### config.mk
export PLATFORM = sky130hd
export DESIGN_NAME = fx_mult_arbiter
export DESIGN_NICKNAME = d
export VERILOG_FILES = /design/src/rtl/fx_mult_arbiter.sv
export SDC_FILE = /design/constraint.sdc
export NUM_CORES = 1
export LEC_CHECK = 0
export ABC_CLOCK_PERIOD_IN_PS = 26400
export CELL_PAD_IN_SITES_DETAIL_PLACEMENT = 1
export CELL_PAD_IN_SITES_GLOBAL_PLACEMENT = 1
export CORE_MARGIN = 4
export CORE_UTILIZATION = 50
export CTS_BUF_LIST = sky130_fd_sc_hd__clkbuf_8 sky130_fd_sc_hd__clkbuf_16
export DETAILED_ROUTE_END_ITERATION = 12
export PLACE_DENSITY = 0.92
export SYNTH_ARGS = -nofsm -noshare
export SYNTH_HDL_FRONTEND = slang
export SYNTH_SLANG_ARGS = --single-unit
export TNS_END_PERCENT = 100
### constraint.sdc
create_clock -name i_clk -period 26.4 [get_ports i_clk]
set_input_delay 5.28 -clock i_clk [delete_from_list [all_inputs] [get_ports i_clk]]
set_output_delay 5.28 -clock i_clk [all_outputs]
set_load 0.005 [all_outputs]
### src/rtl/fx_mult_arbiter.sv
// Two-requester round-robin front end sharing one Q6.10 signed multiplier.
// Each requester has a private accumulator; results return tagged, two cycles after acceptance.
module fx_mult_arbiter #(
  parameter int DATA_W = 16,
  parameter int FRAC_W = 10
) (
  input  logic              i_clk,
  input  logic              i_rst,
  input  logic              i_req0_valid,
  output logic              o_req0_ready,
  input  logic [DATA_W-1:0] i_req0_a,
  input  logic [DATA_W-1:0] i_req0_b,
  input  logic              i_req0_acc,
  input  logic              i_req1_valid,
  output logic              o_req1_ready,
  input  logic [DATA_W-1:0] i_req1_a,
  input  logic [DATA_W-1:0] i_req1_b,
  input  logic              i_req1_acc,
  output logic              o_valid,
  output logic              o_id,
  output logic [DATA_W-1:0] o_data,
  output logic              o_sat
);

  localparam int PROD_W = 2 * DATA_W;
  localparam int RND_W  = PROD_W - FRAC_W;

  // Returns {sat, value}: round-half-to-even on the dropped fraction, then clamp to DATA_W.
  function automatic logic [DATA_W:0] round_sat(input logic signed [PROD_W-1:0] p);
    logic                    g, r, s;
    logic signed [RND_W-1:0] rounded;
    logic [RND_W-DATA_W:0]   top;
    g       = p[FRAC_W];
    r       = p[FRAC_W-1];
    s       = |p[FRAC_W-2:0];
    rounded = $signed(p[PROD_W-1:FRAC_W]) + $signed({{(RND_W-1){1'b0}}, ((r & s) | (g & r))});
    top     = rounded[RND_W-1:DATA_W-1];
    if ((&top) || !(|top))
      round_sat = {1'b0, rounded[DATA_W-1:0]};
    else if (rounded[RND_W-1])
      round_sat = {1'b1, 1'b1, {(DATA_W-1){1'b0}}};
    else
      round_sat = {1'b1, 1'b0, {(DATA_W-1){1'b1}}};
  endfunction

  function automatic logic [DATA_W:0] add_sat(input logic signed [DATA_W-1:0] x,
                                               input logic signed [DATA_W-1:0] y);
    logic signed [DATA_W:0] sum;
    sum = {x[DATA_W-1], x} + {y[DATA_W-1], y};
    if (sum[DATA_W] == sum[DATA_W-1])
      add_sat = {1'b0, sum[DATA_W-1:0]};
    else if (sum[DATA_W])
      add_sat = {1'b1, 1'b1, {(DATA_W-1){1'b0}}};
    else
      add_sat = {1'b1, 1'b0, {(DATA_W-1){1'b1}}};
  endfunction

  // Stage p0: arbitration, operand select, multiply and round
  logic                     r_last_id;
  logic                     w_gnt0_p0, w_gnt1_p0, w_xfer_p0, w_acc_p0;
  logic signed [DATA_W-1:0] w_a_p0, w_b_p0;
  logic signed [PROD_W-1:0] w_prod_p0;
  logic        [DATA_W:0]   w_rs_p0;

  // r_last_id==1 means requester 0 wins the next tie
  assign w_gnt0_p0 = i_req0_valid & (~i_req1_valid | r_last_id);
  assign w_gnt1_p0 = i_req1_valid & (~i_req0_valid | ~r_last_id);
  assign w_xfer_p0 = w_gnt0_p0 | w_gnt1_p0;
  assign o_req0_ready = w_gnt0_p0;
  assign o_req1_ready = w_gnt1_p0;

  assign w_a_p0    = w_gnt1_p0 ? $signed(i_req1_a) : $signed(i_req0_a);
  assign w_b_p0    = w_gnt1_p0 ? $signed(i_req1_b) : $signed(i_req0_b);
  assign w_acc_p0  = w_gnt1_p0 ? i_req1_acc : i_req0_acc;
  assign w_prod_p0 = w_a_p0 * w_b_p0;
  assign w_rs_p0   = round_sat(w_prod_p0);

  always_ff @(posedge i_clk) begin
    if (i_rst)          r_last_id <= 1'b1;
    else if (w_xfer_p0) r_last_id <= w_gnt1_p0;
  end

  // Stage p1: registered rounded product with its tag
  logic                     r_vld_p1, r_id_p1, r_acc_p1, r_sat_p1;
  logic signed [DATA_W-1:0] r_prod_p1;

  always_ff @(posedge i_clk) begin
    if (i_rst) r_vld_p1 <= 1'b0;
    else       r_vld_p1 <= w_xfer_p0;
  end

  always_ff @(posedge i_clk) begin
    r_id_p1   <= w_gnt1_p0;
    r_acc_p1  <= w_acc_p0;
    r_sat_p1  <= w_rs_p0[DATA_W];
    r_prod_p1 <= $signed(w_rs_p0[DATA_W-1:0]);
  end

  // Stage p2: accumulate, update accumulator, drive outputs
  logic signed [DATA_W-1:0] r_accum [2];
  logic        [DATA_W:0]   w_sum_p2;
  logic signed [DATA_W-1:0] w_res_p2;
  logic                     w_sat_p2;
  logic                     r_vld_p2, r_id_p2, r_sat_p2;
  logic        [DATA_W-1:0] r_data_p2;

  assign w_sum_p2 = add_sat(r_accum[r_id_p1], r_prod_p1);
  assign w_res_p2 = r_acc_p1 ? $signed(w_sum_p2[DATA_W-1:0]) : r_prod_p1;
  assign w_sat_p2 = r_sat_p1 | (r_acc_p1 & w_sum_p2[DATA_W]);

  always_ff @(posedge i_clk) begin
    if (i_rst) begin
      r_accum[0] <= '0;
      r_accum[1] <= '0;
    end else if (r_vld_p1) begin
      r_accum[r_id_p1] <= w_res_p2;
    end
  end

  always_ff @(posedge i_clk) begin
    if (i_rst) begin
      r_vld_p2  <= 1'b0;
      r_id_p2   <= 1'b0;
      r_sat_p2  <= 1'b0;
      r_data_p2 <= '0;
    end else begin
      r_vld_p2 <= r_vld_p1;
      if (r_vld_p1) begin
        r_id_p2   <= r_id_p1;
        r_sat_p2  <= w_sat_p2;
        r_data_p2 <= w_res_p2;
      end
    end
  end

  assign o_valid = r_vld_p2;
  assign o_id    = r_id_p2;
  assign o_data  = r_data_p2;
  assign o_sat   = r_sat_p2;

endmodule

; Yosys cells after proc, flatten, opt, wreduce, memory -nomap -nowiden
; Memories as Yosys holds them, arrays and structs flattened. A register that Yosys moved wholly into a read port is not among the register bits.
; Cells that the tools add are included.
[word_totals]
memories = 1
output_inout_bits = 21
mem_bits_ro = 0
elab_cells = 50
mem_bits_rw = 32
inputBits = 70
latchBits = 0
reg_bits = 40
[op_classes]
multipliers = 1
shift = 0
n_mux = 16
bitwise_logic = 13
eq_ne = 1
magnitude_cmp = 0
add_sub_neg = 2
div_mod_pow = 0
reduce_logical = 6
[mem_list]
columns = memory, depth, word_bits, rd, rd_clocked_by_memory_dff, write_ports, line_no
row1 = r_accum, 2, 16, 1, 1, 2, 100  ; logic signed [DATA_W-1:0] r_accum [2];
[op_table]
columns = operator, count
row1 = 16-bit two-way mux, 7
row2 = 16-bit by 16-bit multiplier with 32-bit output, 1
row3 = 22-bit by 2-bit adder with 22-bit output, 1
row4 = 16-bit by 16-bit adder with 17-bit output, 1
row5 = 17-bit two-way mux, 1
row6 = 16-bit OR reduction, 1
row7 = 9-bit OR reduction, 1
row8 = 1-bit two-way mux, 8
row9 = 7-bit AND reduction, 1
row10 = 7-bit OR reduction, 1
row11 = 1-bit AND, 5
row12 = 1-bit OR, 5
row13 = 1-bit NOT, 3
row14 = 1-bit equality test, 1
row15 = 1-bit zero test, 1
row16 = 1-bit logical OR, 1

; Logic depth before layout (Yosys ltp)
[logic_depth]
word_depth = 13
ltp_mapped = 34

; Least setup slack after synthesis
; OpenSTA, ideal clock, no wires.
[synth_timing]
path_type = input -> register
start = input i_req1_valid
end = register r_prod_p1[10]
required_time_ns = 26.275
cell_stages = 29
path_buffers = 4
t_arrival_ns = 13.402
setup_slack_ns = 12.873
setup_ns = 0.125
cell_sequence = inv_1 > a21oi_1 > clkbuf_1 > clkbuf_1 > mux2_2 > nand2_1 > inv_1 > fa_1 > inv_1 > fa_1 > inv_1 > fa_1 > fa_1 > fa_1 > fa_1 > ha_1 > clkbuf_1 > nand2_1 > o21a_1 > nor3b_1 > a31oi_1 > and3_1 > nor4bb_1 > nand4_2 > nor3_2 > xnor2_1 > o31a_1 > buf_2 > a21oi_2
[synth_between]
elab_chain_cells = 11
elab_cells_between_ends = 15
classes_between = add/sub: 1 / mul: 1 / mux: 4 / bitwise: 4 / reduce/logical: 5
[synth_rtl]
columns = element, line_no
row1 = start: declaration, 14  ; input logic i_req1_valid,
row2 = 1-bit AND (*), 67  ; assign w_gnt1_p0 = i_req1_valid & (~i_req0_valid | ~r_last_id);
row3 = 16-bit two-way mux (on tied branches), "72, 73"
row4 = 16-bit by 16-bit multiplier with 32-bit output (*), 75  ; assign w_prod_p0 = w_a_p0 * w_b_p0;
row5 = 9-bit OR reduction, 35  ; s = |p[FRAC_W-2:0];
row6 = 1-bit AND, 36  ; rounded = $signed(p[PROD_W-1:FRAC_W]) + $signed({{(RND_W-1){1'b0}}, ((r & s) | (g & r))});
row7 = 1-bit OR, 36
row8 = 22-bit by 2-bit adder with 22-bit output (*), 36
row9 = 7-bit OR reduction, 38  ; if ((&top) || !(|top))
row10 = 1-bit zero test, 38
row11 = 1-bit logical OR, 38
row12 = 16-bit two-way mux (*), 38
row13 = named net w_rs_p0[10], 63  ; logic [DATA_W:0] w_rs_p0;
row14 = end signal: assignment, 96  ; r_prod_p1 <= $signed(w_rs_p0[DATA_W-1:0]);
row15 = end: declaration, 85  ; logic signed [DATA_W-1:0] r_prod_p1;
; The timed path passes the listed nets; every way through them passes the cells marked *.
; A chain may end at the register's enable or synchronous reset.

; Worst setup path in the final report
[layout_timing]
start = input i_req1_valid
end = register r_prod_p1[1]
; Same word-level chain as after synthesis.

==> out/metrics.yaml <==
max_slew_margin: 0.105
syn_area_um2: 14900
cp_max_fo: 58
max_clock_freq_ghz: 0.0648
synth_top_cell_by_area: "fa_1"
wire_per_inst_um: 24.4
clk_pin_slew_ns: 0.06
ctsResizeCount: 0
syn_nets: 2130
r2r_start: "r_last_id$_SDFFE_PP1P_"
grt_use_met3: 0.0568
grt_pass1_vias: 15300
critical_path_class: "in -> reg"
drtIter0Drc: 1017
synth_seq_area_share: 0.118
busiest_layer: "met2"
antenna_found_initial: 0
period_needed_ns: 15.43
cp.required_ns: 26.58
async_flop_share: 0
global_route.usage.total: 0.324
synthTopCellsByArea: "fa_1 35%, ha_1 8.3%, inv_1 7.9%, edfxtp_1 6.4%, nor2_1 5.4%"
drive_gt1_frac: 0.0612
post-cts-setup-buffers: 0
gp_congestion: 0.966
grt-ovfl-total: 0
grt_start_max_net_pins: 59
rsz0062_at_grt: "false"
vias: 13300
grt_pass1_wl_mm: 83.3
critPathCaptureType: "flop"
status: "finished clean"
area_growth_pct: 10.3
core_um2: 29600
synth_top_area_share: 0.352
hp-class: "reg -> reg"
drv_slew: 0
rr_worst_depth: 26
antenna_cells: 0
cts_hold_buf: 0
startpoint: "i_req1_valid"
clock_path_buffers: 2
cts.sinks: 72
worstPathArrival_ns: 15.61
start_util: 0.506
ant_nets: 0
first_pass_iters: 5
synth-seq-cells: 72
setup_viol: 0
numCtsBuffers: 9
worst_slew_pin_slew_ns: 1.31
drt_wl_total_mm: 52.6
syn_area_per_cell_um2: 8.80
tritoncts: "built"
io_pins: 91
synth-main-ff-cell: "dfxtp_1"
grtUsageMet2: 0.566
synth_most_common_cell: "inv_1"
die_h_um: 181
core.rowCount: 63
port_buffers: 90
synthDistinctLibCells: 74
period_share: 0.584
finalHoldViolCount: 0
cts_root_buf: "clkbuf_16"
yosysWarnings: 0
clk_latency_ns: 0.34
routed_via_density: 6.18
finClkSkew_ns: 0.00870
nets: 2191
dieArea_um2: 32700
die-width_um: 181
reg2reg_slack_ns: 16.09
drc_errors: 0
htreeDepth: 3
r2r-end: "r_prod_p1[1]$_DFF_P_"
fin_util: 0.557
synth_edf_count: 32
dp.final_hpwl_mm: 43.4
netlist_instances: 1698
crit_end: "r_prod_p1[1]$_DFF_P_"
cap_viol_max_count: 0
grtUsageMet1: 0.361
synthTopCellsByCount: "313 x inv_1, 263 x fa_1, 214 x nor2_1"
crit_path_start_kind: "input pin"
finalSetupTns_ns: 0
fillers: 3473
-- critical path: stages --
cell and delay [ns]:
clkdlybuf4s50_1 0.45, inv_1 0.08, a21oi_4 0.13, buf_4 0.68, mux2i_1 1.14, nor2_1 0.18, fa_1 0.59, inv_1 0.07
fa_1 0.53, inv_1 0.06, fa_1 0.44, fa_1 0.45, fa_1 0.53, inv_1 0.06, fa_1 0.47, inv_1 0.04
ha_1 0.38, a21oi_1 0.36, o211ai_1 0.22, a211oi_1 0.76, o21ai_0 0.29, xor2_1 0.40, nor4bb_1 0.46, nand4_2 0.23
nor4_1 0.31, o22a_1 0.18, or2_1 0.56, a21oi_1 0.18
-- registers in the layout (all words and copies together) (netlist names) --
signal / count
o_data: 16
r_accum: 32
o_valid: 1
r_last_id: 1
o_sat: 1
r_prod_p1: 16
o_id: 1
r_acc_p1: 1
r_vld_p1: 1
r_id_p1: 1
r_sat_p1: 1
-- per-layer routing --
| metal | up-vias | wire length [µm] |
|---|---|---|
| li1 | 5561 | - |
| met1 | 6751 | 18300 |
| met2 | 715 | 26200 |
| met3 | 289 | 3680 |
| met4 | 0 | 4420 |
| met5 | - | 0 |
-- final cells by class --
cell class,count,area [µm²],area share
multi-input combinational,1257,11800,0.715
sequential,72,1760,0.107
inverter,313,1170,0.0713
timing repair buffer,106,1020,0.0620
tap,390,488,0.0296
clock buffer,9,225,0.0137
clock inverter,7,32.5,0.00197
-- worst min path at each step --
stage | start | endpoint | slack, ns | cells after the start
6_report | o_data[0]$_SDFFE_PP0P_ | o_data[0]$_SDFFE_PP0P_ | 0.48 | 2
5_1_grt | o_data[15]$_SDFFE_PP0P_ | o_data[15]$_SDFFE_PP0P_ | 0.52 | 2
4_1_cts | o_data[0]$_SDFFE_PP0P_ | o_data[0]$_SDFFE_PP0P_ | 0.48 | 2
3_5_place_dp | o_data[0]$_SDFFE_PP0P_ | o_data[0]$_SDFFE_PP0P_ | 0.47 | 2
3_3_place_gp | o_data[15]$_SDFFE_PP0P_ | o_data[15]$_SDFFE_PP0P_ | 0.46 | 2
2_1_floorplan | o_data[0]$_SDFFE_PP0P_ | o_data[0]$_SDFFE_PP0P_ | 0.47 | 2
-- kinds of logic (layout without fill, tap and decap cells) --
logic type | after synthesis | in the layout | synth area share
AO/OA/AOI/OAI | 249 | 249 | 0.110
adder cells (fa/ha/maj) | 362 | 362 | 0.435
multiplexers | 78 | 78 | 0.0556
AND/OR/NAND/NOR | 522 | 522 | 0.159
flip-flops | 72 | 72 | 0.118
buffers and inverters | 369 | 435 | 0.0949
XOR/XNOR | 46 | 46 | 0.0270
-- layout by cell type (no fill, tap or decap), types with 6 or more instances in the layout --
cell type	n
o21ai_0	61
nand4_1	9
o211ai_1	12
a211oi_1	10
nand3_1	7
nor4_1	6
clkdlybuf4s50_1	90
xnor2_1	31
a21oi_1	66
nor3_1	16
xor2_1	15
o21a_1	9
mux2i_1	38
mux2_2	40
a21oi_2	13
a21o_1	11
and2_1	6
nand2_1	161
or2_2	10
a31oi_1	8
or3_1	10
buf_4	16
nand2b_1	27
ha_1	99
edfxtp_1	32
nor3b_1	7
inv_1	315
dfxtp_1	40
and3_1	9
nor2_1	214
nor2b_1	17
clkbuf_16	9
fa_1	263
-- through the flow --
stage               std cells  worst slack (ns)  hold WS [ns]  area [µm²]
floorplan                1698             12.87         0.467       14900
global placement         2138             11.65         0.459       16200
detailed placement       2138             10.98         0.469       16200
CTS                      2154             11.33         0.479       16500
global route             2154             10.61         0.518       16500
finish                   2154             10.97         0.476       16500
Power is left out: the tool's default activity adds up to more than one toggle a clock period on the data nets, which glitch-free logic cannot reach.
